### config.mk
export PLATFORM = sky130hd
export DESIGN_NAME = uart_tx_cfg
export DESIGN_NICKNAME = d
export VERILOG_FILES = /design/src/rtl/uart_pkg.sv /design/src/rtl/uart_baud_gen.sv /design/src/rtl/uart_tx_cfg.sv
export SDC_FILE = /design/constraint.sdc
export NUM_CORES = 1
export LEC_CHECK = 0
export ABC_AREA = 1
export BUFFER_PORTS_ARGS = -buffer_cell sky130_fd_sc_hd__buf_2
export CORE_MARGIN = 2
export CORE_UTILIZATION = 35
export DETAILED_ROUTE_END_ITERATION = 6
export PLACE_DENSITY_LB_ADDON = 0.08
export SLEW_MARGIN = 20
export SYNTH_ARGS = -nofsm -noshare
export SYNTH_HDL_FRONTEND = slang
export SYNTH_SLANG_ARGS = --single-unit
export TNS_END_PERCENT = 10
### constraint.sdc
create_clock -name clk -period 1.7 [get_ports clk]
set_input_delay 0.17 -clock clk [delete_from_list [all_inputs] [get_ports clk]]
set_output_delay 0.17 -clock clk [all_outputs]
set_load 0.02 [all_outputs]
### src/rtl/uart_pkg.sv
`default_nettype none
// +--------------------------------------------------------------------+
// | Module  : uart_pkg                                                 |
// | Brief   : UART state encodings and parity constants for TX and RX  |
// | Revision: 1.0                                                      |
// +--------------------------------------------------------------------+
package uart_pkg;

    localparam int c_state_w = 3;

    localparam logic [c_state_w-1:0] c_st_idle   = 3'd0;
    localparam logic [c_state_w-1:0] c_st_start  = 3'd1;
    localparam logic [c_state_w-1:0] c_st_data   = 3'd2;
    localparam logic [c_state_w-1:0] c_st_parity = 3'd3;
    localparam logic [c_state_w-1:0] c_st_stop   = 3'd4;

    localparam logic c_par_even = 1'b0;
    localparam logic c_par_odd  = 1'b1;

    // data_xor is the XOR reduction of the data word.
    function automatic logic parity_bit(input logic data_xor, input logic par_type);
        return (par_type == c_par_odd) ? ~data_xor : data_xor;
    endfunction

endpackage
`default_nettype wire

### src/rtl/uart_baud_gen.sv
`default_nettype none
// +--------------------------------------------------------------------+
// | Module  : uart_baud_gen                                            |
// | Brief   : Prescale counter; bit_end marks the last cycle of a bit  |
// | Revision: 1.0                                                      |
// +--------------------------------------------------------------------+
module uart_baud_gen #(
    parameter int PRESCALE_W = 8
) (
    input  logic                  clk,
    input  logic                  rst,
    input  logic                  run,
    input  logic [PRESCALE_W-1:0] prescale,
    output logic                  bit_end
);

    logic [PRESCALE_W-1:0] r_count;

    assign bit_end = run && (r_count == prescale);

    always_ff @(posedge clk or posedge rst) begin
        if (rst) begin
            r_count <= '0;
        end else if (!run || bit_end) begin
            r_count <= '0;
        end else begin
            r_count <= r_count + 1'b1;
        end
    end

endmodule
`default_nettype wire

### src/rtl/uart_tx_cfg.sv
`default_nettype none
// +--------------------------------------------------------------------+
// | Module  : uart_tx_cfg                                              |
// | Brief   : UART transmitter, configurable width/parity/stop/baud    |
// | Revision: 1.0                                                      |
// +--------------------------------------------------------------------+
module uart_tx_cfg
    import uart_pkg::*;
#(
    parameter int DATA_WIDTH = 8,
    parameter int PRESCALE_W = 8
) (
    input  logic                  clk,
    input  logic                  rst,
    input  logic [DATA_WIDTH-1:0] p_data,
    input  logic                  data_valid,
    input  logic                  par_enable,
    input  logic                  par_type,
    input  logic                  stop2,
    input  logic [PRESCALE_W-1:0] prescale,
    output logic                  s_data,
    output logic                  busy,
    output logic                  tx_done
);

    localparam int                 c_cnt_w    = $clog2(DATA_WIDTH);
    localparam logic [c_cnt_w-1:0] c_last_bit = c_cnt_w'(DATA_WIDTH - 1);

    logic [c_state_w-1:0]  r_state, w_state_nxt;
    logic [DATA_WIDTH-1:0] r_shift, w_shift_nxt;
    logic [c_cnt_w-1:0]    r_bit_cnt, w_bit_cnt_nxt;
    logic                  r_stop_second, w_stop_second_nxt;
    logic                  r_s_data, w_s_data_nxt;
    logic                  r_busy, w_busy_nxt;
    logic                  r_tx_done, w_tx_done_nxt;
    logic                  w_accept;

    // Frame configuration captured at accept; the parity bit is resolved
    // then because the shift register no longer holds the whole word later.
    logic                  r_par_en;
    logic                  r_par_bit;
    logic                  r_stop2;
    logic [PRESCALE_W-1:0] r_prescale;

    logic w_run;
    logic w_bit_end;

    assign w_run = (r_state != c_st_idle);

    uart_baud_gen #(
        .PRESCALE_W (PRESCALE_W)
    ) u_baud_gen (
        .clk      (clk),
        .rst      (rst),
        .run      (w_run),
        .prescale (r_prescale),
        .bit_end  (w_bit_end)
    );

    always_comb begin
        w_state_nxt       = r_state;
        w_shift_nxt       = r_shift;
        w_bit_cnt_nxt     = r_bit_cnt;
        w_stop_second_nxt = r_stop_second;
        w_s_data_nxt      = r_s_data;
        w_busy_nxt        = r_busy;
        w_tx_done_nxt     = 1'b0;
        w_accept          = 1'b0;

        case (r_state)
            c_st_idle: begin
                w_s_data_nxt = 1'b1;
                w_busy_nxt   = 1'b0;
                if (data_valid) begin
                    w_accept          = 1'b1;
                    w_state_nxt       = c_st_start;
                    w_s_data_nxt      = 1'b0;
                    w_busy_nxt        = 1'b1;
                    w_shift_nxt       = p_data;
                    w_bit_cnt_nxt     = '0;
                    w_stop_second_nxt = 1'b0;
                end
            end
            c_st_start: begin
                if (w_bit_end) begin
                    w_state_nxt  = c_st_data;
                    w_s_data_nxt = r_shift[0];
                end
            end
            c_st_data: begin
                if (w_bit_end) begin
                    if (r_bit_cnt == c_last_bit) begin
                        if (r_par_en) begin
                            w_state_nxt  = c_st_parity;
                            w_s_data_nxt = r_par_bit;
                        end else begin
                            w_state_nxt  = c_st_stop;
                            w_s_data_nxt = 1'b1;
                        end
                    end else begin
                        w_bit_cnt_nxt = r_bit_cnt + 1'b1;
                        w_shift_nxt   = r_shift >> 1;
                        w_s_data_nxt  = r_shift[1];
                    end
                end
            end
            c_st_parity: begin
                if (w_bit_end) begin
                    w_state_nxt  = c_st_stop;
                    w_s_data_nxt = 1'b1;
                end
            end
            c_st_stop: begin
                if (w_bit_end) begin
                    if (r_stop2 && !r_stop_second) begin
                        w_stop_second_nxt = 1'b1;
                    end else begin
                        w_state_nxt   = c_st_idle;
                        w_busy_nxt    = 1'b0;
                        w_tx_done_nxt = 1'b1;
                    end
                end
            end
            default: begin
                w_state_nxt  = c_st_idle;
                w_s_data_nxt = 1'b1;
                w_busy_nxt   = 1'b0;
            end
        endcase
    end

    always_ff @(posedge clk or posedge rst) begin
        if (rst) begin
            r_state       <= c_st_idle;
            r_shift       <= '0;
            r_bit_cnt     <= '0;
            r_stop_second <= 1'b0;
            r_s_data      <= 1'b1;
            r_busy        <= 1'b0;
            r_tx_done     <= 1'b0;
            r_par_en      <= 1'b0;
            r_par_bit     <= c_par_even;
            r_stop2       <= 1'b0;
            r_prescale    <= '0;
        end else begin
            r_state       <= w_state_nxt;
            r_shift       <= w_shift_nxt;
            r_bit_cnt     <= w_bit_cnt_nxt;
            r_stop_second <= w_stop_second_nxt;
            r_s_data      <= w_s_data_nxt;
            r_busy        <= w_busy_nxt;
            r_tx_done     <= w_tx_done_nxt;
            if (w_accept) begin
                r_par_en   <= par_enable;
                r_par_bit  <= parity_bit(^p_data, par_type);
                r_stop2    <= stop2;
                r_prescale <= prescale;
            end
        end
    end

    assign s_data  = r_s_data;
    assign busy    = r_busy;
    assign tx_done = r_tx_done;

endmodule
`default_nettype wire

-- After elaboration in Yosys (flattened, before gate mapping)
Cells that the tools add are included.
- add/sub/neg operators: 2
- eq/ne operators: 15
- multiplexer cells: 38
- bitwise operators: 3
- reduce and logical (&&, ||, !) cells: 16
- operators by type and width (cell ; count):
    two-way mux 3 bit ; 11
    two-way mux 8 bit ; 4
    two-way mux 1 bit ; 17
    one-hot mux 8 bit (2 select lines) ; 1
    one-hot mux 3 bit (5 select lines) ; 1
    AND reduction 4 bit ; 3
    != test 2 bit, second input constant ; 5
    adder 8 x 1 -> 8 bit, second input constant ; 1
    equality test 8 bit ; 1
    != test 2 x 1 -> 1 bit, second input constant ; 4
    parity 8 bit ; 1
    AND reduction 7 bit ; 1
    equality test 3 x 2 -> 1 bit, second input constant ; 2
    equality test 3 bit, second input constant ; 2
    one-hot mux 3 bit (2 select lines) ; 1
    one-hot mux 1 bit (5 select lines) ; 1
    nonzero test 2 bit ; 2
    adder 3 x 1 -> 3 bit, second input constant ; 1
    equality test 3 x 1 -> 1 bit, second input constant ; 1
    logical NOT 3 bit ; 1
    NOT 1 bit ; 3
    one-hot mux 1 bit (3 select lines) ; 1
    AND reduction 3 bit ; 1
    nonzero test 3 bit ; 1
    other kinds (5) ; 7
- flip-flop bits (word level): 37
- input bits: 22
- output and inout port bits: 3
- word-level logic and storage cells: 86

-- Logic depth before layout (Yosys ltp)
Gate-level depths: netlist of run 1.
- depth after elaboration: 5
- mapped depth: 12
- gate-level depth less buffers: 11

-- Hierarchy
From an unflattened synthesis of run 1, not the netlist that was laid out.
- cell total of the unflattened synthesis: 279
- area total of the unflattened synthesis: 2058.2 µm²
- modules (own cells, without submodules) (module ; instances ; cells an instance ; area an instance (µm²) ; seq. area each (µm²)):
    uart_tx_cfg ; 1 ; 206 ; 1539.0 ; 726.9
    uart_baud_gen ; 1 ; 73 ; 519.2 ; 200.2

-- Worst setup path after synthesis of run 1
Ideal clock, no wire load.
- path kind: register to register
- from: register r_bit_cnt[0]
- to: register r_bit_cnt[0]
- library setup time: 117 ps
- data arrival time: 1241 ps
- required time: 1583 ps
- path slack: 342 ps
- cell stages (with the launch flop): 8
- buffers on the path: 1
- clock period less this slack: 1358 ps
- cells stage by stage: dfrtp_1 > ha_1 > ha_1 > o21ai_2 > nand2_2 > buf_6 > nand2_1 > nand2_1
- cells in the longest elaborated chain, start to end: 4
- elaborated cells between the ends (all ways): 7
- those cells by class: 1 x add/sub; 2 x eq/ne; 3 x mux; 1 x reduce/logical
- ends and longest elaborated chain (what ; line ; RTL):
    start: declaration ; uart_tx_cfg.sv:31 ; logic [c_cnt_w-1:0] r_bit_cnt, w_bit_cnt_nxt;
    start signal: assignment ; uart_tx_cfg.sv:148 ; r_bit_cnt <= w_bit_cnt_nxt;
    adder 3 x 1 -> 3 bit ; uart_tx_cfg.sv:101 ; w_bit_cnt_nxt = r_bit_cnt + 1'b1;
    two-way mux 3 bit ; uart_tx_cfg.sv:92 ; if (r_bit_cnt == c_last_bit) begin
    two-way mux 3 bit ; uart_tx_cfg.sv:91 ; if (w_bit_end) begin
    one-hot mux 3 bit (2 select lines) ; uart_tx_cfg.sv:70 ; case (r_state)
Parallel ways exist; a longest one is shown, timed or not. The select of a mux whose other input is x is not followed.
A chain may end at the register's enable or synchronous reset.

-- Final worst setup path of run 1
- from: register r_state[0]
- to: register r_bit_cnt[0]
- cells in the longest elaborated chain, start to end: 4
- elaborated cells between the ends (all ways): 10
- those cells by class: 4 x eq/ne; 1 x mux; 5 x reduce/logical
- ends and longest elaborated chain (what ; line ; RTL):
    start: declaration ; uart_tx_cfg.sv:29 ; logic [c_state_w-1:0] r_state, w_state_nxt;
    start signal: assignment ; uart_tx_cfg.sv:134 ; r_state <= c_st_idle;
    start signal: assignment ; uart_tx_cfg.sv:146 ; r_state <= w_state_nxt;
    nonzero test 3 bit ; uart_tx_cfg.sv:48 ; assign w_run = (r_state != c_st_idle);
    logical AND 1 bit ; uart_baud_gen.sv:19 ; assign bit_end = run && (r_count == prescale);
    != test 2 x 1 -> 1 bit (no source line) ; n/a ;
    AND reduction 4 bit (no source line) ; n/a ;
Parallel ways exist; a longest one is shown, timed or not.

==> results by group, run 1 <==
GRT
  – Grt ovf: 0
  – Number of global-route vias before repair: 1732
  – First-pass GRT wire length: 7.85 mm
  – All-Layer GR Usage: 15.4%
  – Initial antenna violation count: 0
  – Largest net degree at the start of global routing: 38

Placed design
  – Cell Area, Placed: 2330 sq um
  – DP Wirelength: 3.31 mm
  – RePlAce Congestion: 0.851
  – PortBufs: 24

Worst setup path
  – Worst-path fanout max: 10
  – Reg-to-reg endpoint: r_bit_cnt[0]
  – Critical Path End: r_bit_cnt[0]
  – Setup crit start kind: flip-flop
  – CP Capture Type: flip-flop
  – Largest stage delay, worst path: 430 ps
  – Arrival @ worst endpoint: 1730 ps
  – CP cell instances: nor2_2 > inv_2 > nor2_4 > nand2_4 > o21ai_2 > buf_4 > nand4_1 > nand2_1
  – R2R depth: 8
  – CP required: 1920 ps
  – Setup Crit Path Kind: flip-flop to flip-flop
  – Reg-to-Reg Start: r_state[0]
  – CP startpoint: r_state[0]
  – Worst path slowest cell: dfrtp_1
  – Flop2flop setup slack: 200 ps

Timing
  – Final TNS setup: 0 ps
  – Setup violations, final: 0
  – RSZ-0062 raised after global routing: no
  – Final Hold Fails: 36
  – Final hold slack: -17.2 ps
  – Period utilization: 88.4%
  – Tightest Pin Transition: 478 ps
  – Final clock skew: 3.81 ps
  – Slew headroom: 68.1%
  – Fmax: 666 MHz
  – Final min period: 1500 ps
  – Max-slew violations: 0

Logic synthesis
  – Commonest cells in the netlist: 113 x nand2_1, 36 x dfrtp_1, 35 x inv_1
  – Avg Inst Size Synth: 7.26 sq um
  – Yosys warns: 0
  – Synth top area share: 42.2%
  – Cell taking the most area after synthesis: dfrtp_1
  – Mapped Area: 2140 sq um
  – Synth Register Bits: 37
  – Mapped Cells: 294
  – Syn_nets: 319
  – Yosys cell types: 27
  – Seq/Total Area, Yosys: 43.4%
  – Most common cell in the netlist: nand2_1
  – Number of flops mapped to enable cells by yosys: 0
  – Synth top area cells: dfrtp_1 42%, nand2_1 20%, inv_1 6.2%
  – Ys flop type: dfrtp_1
  – Fraction of registers with async set/reset: 100%

Floorplanning
  – Die W: 82.1 um
  – IO Pins: 25
  – Initial Util: 36.1%
  – Die height: 82.1 um
  – Cell row count: 28
  – Core area: 5920 sq um
  – Die Area: 6740 sq um

Cells and area
  – Share of layout cells above drive strength 1: 15.1%
  – Fin nets: 349
  – Diode count: 0
  – Fin area: 2430 sq um
  – Area Overhead vs Synth: 13.9%
  – Fillers: 617

Worst hold path
  – HP Class: input pin to async pin

Clock tree
  – H-tree lvl count: 2
  – Clk buf depth: 2
  – CTS Root Cell: clkbuf_8
  – CTS tree: yes
  – Clk slew on worst S/H paths: 70 ps
  – Skew-Pair Late Insertion Delay: 290 ps
  – CTS Hold Bufs: 0
  – TritonCTS buffer count: 5
  – Post CTS Setup Buffer Count: 0
  – Clock Sinks: 37

Detailed routing
  – Post-DRT Antenna Nets: 0
  – Drt wl/cell: 11.2 um
  – DRC violations left: 0
  – Initial DRC count: 101
  – Routed vias: 1793
  – Router iterations before antenna repair: 4
  – Final WL: 4.46 mm
  – Vias per std cell: 4.48

Status
  – Failing checks: hold timing
  – Outcome: finished with violations

Power and ir drop
  – Pwr Density: 661 nW/um^2
  – Leakage: 0.00136 uW
  – Peak supply drop: 0.320 mV

Run
  – Number of max-cap violations: 0
-- kinds of logic after synthesis --
logic type | count (synthesis) | share of synthesized area [%]
DFF | 37 | 43.4
xor gates and xnor gates | 9 | 3.69
buffers and inverters | 44 | 9.20
and+or+nand+nor | 172 | 34.6
AOI/OAI and AO/OA | 29 | 7.32
adders and majority gates | 3 | 1.76
-- layout by cell type (no fill, tap or decap), types with 2 or more instances in the layout --
cell      Yosys  final
nand2_1     113    112
inv_1        35     35
dfrtp_1      36     35
buf_2         0     24
o21ai_0      19     19
nand3_1      19     19
nor2_1       17     17
nor3_1        8      8
a21oi_1       6      6
clkbuf_8      0      6
xor2_1        5      5
nand4_1       5      5
buf_4         2      5
xnor2_1       4      4
nand2_4       2      3
ha_1          3      3
inv_2         3      2
nor2_4        2      2
nand2_2       2      2
nand3b_1      2      2
clkbuf_1      0      2
-- registers in the layout (all words and copies together) (netlist names) --
name                cells
r_prescale              8
r_shift                 8
u_baud_gen.r_count      8
r_bit_cnt               3
r_state                 3
busy                    1
r_par_bit               1
r_par_en                1
r_stop2                 1
r_stop_second           1
s_data                  1
tx_done                 1
-- report_power, final --
part	total (uW)	switching [uW]	internal, uW
combinational	88.4	53.7	34.7
sequential	880	0	880
clock	641	310	331
total	1610	363	1250
-- repair_timing --
| item | 4_1_cts | 5_1_grt |
|---|---|---|
| endpoints found under the hold margin | 0 | 0 |
| resized for setup | 0 | 4 |
| endpoints found under the setup margin | 0 | 13 |
-- worst max-delay path: cells and delay by family (launching register included) --
family                 cells  cell delay (ps)
AND/OR/NAND/NOR            5              620
flip-flops                 1              430
buffers and inverters      2              280
AO/OA/AOI/OAI              1              110
-- cell type report --
class	instances	area [sq um]	area share (%)
sequential	37	928	38.1
tap	75	93.8	3.86
inverter	38	144	5.91
clock buffer	8	90.1	3.70
timing repair buffer	29	158	6.48
multi-input combinational	213	1020	41.9
-- layer usage --
layer	GRT usage, %	vias to the layer above	part of all wire [%]
met5	0	-	0
met4	7.00	0	2.4
met3	2.61	11	3.3
met2	23.1	32	42
met1	21.6	770	53
li1	-	980	-
-- per-stage QoR --
stage | power, uW | setup WS, ps | hold WS (ps) | utilization (%) | std cells
2_1_floorplan | 945 | 342 | 280 | - | 294
3_3_place_gp | 987 | 153 | 313 | 39.4 | 392
3_5_place_dp | 988 | 136 | 319 | 39.4 | 392
4_1_cts | 1630 | 123 | 6.77 | 40.9 | 400
5_1_grt | 1680 | 23.8 | 58.6 | 41.1 | 400
6_report | 1610 | 198 | -17.2 | 41.1 | 400
-- worst min-delay path by stage --
stage                                 end         from
floorplan                   r_prescale[2]  prescale[2]
detailed placement  u_baud_gen.r_count[2]          rst
finish              u_baud_gen.r_count[2]          rst
global placement    u_baud_gen.r_count[0]          rst
CTS                             r_par_bit          rst
global route                r_prescale[3]          rst
Power figures use the tool's default switching activity.
==> run 2, diff against run 1 <==
--- a/config.mk
+++ b/config.mk
@@ -7,7 +7,7 @@
 export LEC_CHECK = 0
 export ABC_AREA = 1
 export BUFFER_PORTS_ARGS = -buffer_cell sky130_fd_sc_hd__buf_2
-export CORE_MARGIN = 2
+export CORE_ASPECT_RATIO = 0.8
 export CORE_UTILIZATION = 35
 export DETAILED_ROUTE_END_ITERATION = 6
 export PLACE_DENSITY_LB_ADDON = 0.08
==> run 2 against run 1 <==
  * The flow still finishes with violations (hold timing)
  * Worst hold slack better by 2.7 ps
  * Power up 2.1%
  * Flip-flop and latch count unchanged
  * First-iteration DRC count decreased by 16%
  * Critical path type unchanged
  * Critical endpoint is now r_shift[7]
  * Largest cell class unchanged
==> results by group, run 2 (same netlist as run 1, synthesis figures left out) <==
Worst hold path
  – HP Class: input pin to async pin

Cells and area
  – Most common cell after layout, fill and taps aside: nand2_1
  – Area of the multi-input gates: 1010 sq um (-0.74%)
  – Fin nets: 348 (-0.29%)
  – Area Overhead vs Synth: 14.2%
  – Fillers: 598 (-3.1%)
  – Core Util, Final: 41.2% (+0.15 points)
  – Diode count: 0 (unchanged)
  – Register area: 928 sq um (unchanged)
  – Biggest regs: r_prescale: 8 flops, r_shift: 8 flops, u_baud_gen.r_count: 8 flops
  – Share of layout cells above drive strength 1: 15.1% (+0.047 points)
  – Commonest non-fill, non-tap cells in the layout: 113 x nand2_1, 35 x inv_1, 35 x dfrtp_1

Clock tree
  – Clk slew on worst S/H paths: 80 ps (about the same)
  – Clock Sinks: 37 (unchanged)
  – TritonCTS buffer count: 5 (unchanged)
  – Clk buf depth: 2 (unchanged)
  – CTS tree: yes
  – CTS Hold Bufs: 0 (unchanged)
  – CTS Root Cell: clkbuf_8
  – Skew-Pair Late Insertion Delay: 290 ps (about the same)
  – H-tree lvl count: 2 (unchanged)

Timing
  – Period utilization: 88.3% (-0.099 points)
  – Final Hold Fails: 36 (unchanged)
  – Setup ws final: 199 ps (+1.68 ps)
  – Final TNS setup: 0 ps (unchanged)
  – Setup violations, final: 0 (unchanged)
  – Max-slew violations: 0 (unchanged)
  – Slew headroom: 68.2% (about the same)
  – Tightest Pin Transition: 478 ps (-0.142 ps)
  – Final clock skew: 7.40 ps (+3.59 ps)
  – RSZ-0062 raised after global routing: no
  – Final min period: 1500 ps (-1.68 ps)
  – Fmax: 666 MHz (+0.11%)
  – Final hold slack: -14.5 ps (+2.68 ps)

Worst setup path
  – Arrival @ worst endpoint: 1680 ps (-50 ps)
  – CP Capture Type: flip-flop
  – CP top delay family: adder cells
  – Setup crit start kind: flip-flop
  – Worst-path fanout max: 11 (+1)
  – Setup Crit Path Kind: flip-flop to flip-flop
  – CP cell instances: ha_1 > ha_1 > o21ai_2 > nand2_2 > nand2_1 > nand2_1
  – Worst path slowest cell: dfrtp_1
  – CP required: 1880 ps (-40 ps)
  – Bufs and invs on worst path: 0 (-2)
  – Largest stage delay, worst path: 400 ps (-30 ps)

Power and ir drop
  – Int Pwr: 1280 uW (+2.9%)
  – Psw: 361 uW (-0.65%)
  – Combinational power share: 5.4% (about the same)
  – Peak supply drop: 0.315 mV (-1.5%)
  – Sequential power share: 53.6% (-1.1 points)
  – Pwr Density: 673 nW/um^2 (+1.9%)
  – Leakage: 0.00136 uW (+0.23%)
  – Power share of the clock group: 41.1% (+1.3 points)
  – Switching part of the total: 22.0% (-0.60 points)

Floorplanning
  – Die height: 71.9 um (-12%)
  – Initial Util: 36.1% (+0.053 points)
  – Cell row count: 25 (-11%)
  – Core area: 5910 sq um (-0.15%)
  – IO Pins: 25 (unchanged)
  – Die W: 89.3 um (+8.8%)
  – Die Area: 6420 sq um (-4.8%)

Placed design
  – DP Wirelength: 3.38 mm (+2.3%)
  – PortBufs: 24 (unchanged)
  – Post-place setup slack: 69.3 ps (-67.1 ps)
  – RePlAce Congestion: 0.783 (-7.9%)

GRT
  – Initial antenna violation count: 0 (unchanged)
  – Number of global-route vias before repair: 1655 (-4.4%)
  – Grt ovf: 0 (unchanged)
  – Largest net degree at the start of global routing: 38 (unchanged)
  – First-pass GRT wire length: 7.93 mm (+1.1%)
  – All-Layer GR Usage: 16.6% (+1.2 points)

Status
  – Outcome: finished with violations
  – Failing checks: hold timing

Detailed routing
  – DRC violations left: 0 (unchanged)
  – Post-DRT Antenna Nets: 0 (unchanged)
  – Vias per std cell: 4.43 (-1.2%)
  – Initial DRC count: 85 (-16%)
  – Drt wl/cell: 11.1 um (-0.17%)
  – Router iterations before antenna repair: 4 (unchanged)
  – Final WL: 4.51 mm (+1.1%)
  – Routed vias: 1793 (unchanged)

Run
  – Number of max-cap violations: 0 (unchanged)
==> run 2: final cells by class <==
class                   count  area share, %
inverters                  38           5.95
clock buffers               7           3.95
well taps                  81           4.16
repair buffers             28           6.16
clock inverters             1          0.205
flip-flops and latches     37           38.1
multi-input cells         213           41.5
==> run 2: worst paths after layout <==
kind,endpoint,depth (start not counted),slack [ps],from
min in group clk,r_prescale[7],3,70,prescale[7]
max,r_shift[7],6,200,r_bit_cnt[0]
max reg2reg,r_shift[7],6,200,r_bit_cnt[0]
max in group asynchronous,r_state[2],3,1360,rst
min,u_baud_gen.r_count[5],3,-10,rst
min reg2reg,r_shift[5],2,470,r_shift[5]
==> run 2: routing by layer <==
layer  track usage (%)  up-vias  share of wire (%)
li1                  -      978                  -
met1              25.4      785                 56
met2              22.8       25                 40
met3              4.49        5                3.6
met4              4.23        0               0.93
met5                 0        -                  0
==> run 2: power groups by stage <==
stage	combinational [uW]	sequential, uW	clock, uW
after global placement	90.3	897	0
after CTS	90.7	879	701
after detailed placement	90.2	897	0
after floorplan	47.7	897	0
after global routing	105	879	750
final	87.9	880	674
==> run 2: worst min-delay path: cells and delay by family <==
family	cells	cell delay, ps
buffers and inverters	3	540
==> run 2: timing repair <==
action,CTS,global route
endpoints found under the setup margin,0,11
hold endpoints to repair,0,0
gates resized for setup,0,3
setup buffers,0,0
==> run 2: through the flow <==
step	cell area (sq um)	hold slack (ps)	total power (uW)	cells
global placement	2330	317	987	397
floorplan	2140	280	945	294
detailed placement	2330	314	987	397
global route	2440	22.9	1730	405
finish	2440	-14.5	1640	405
CTS	2430	2.32	1670	405
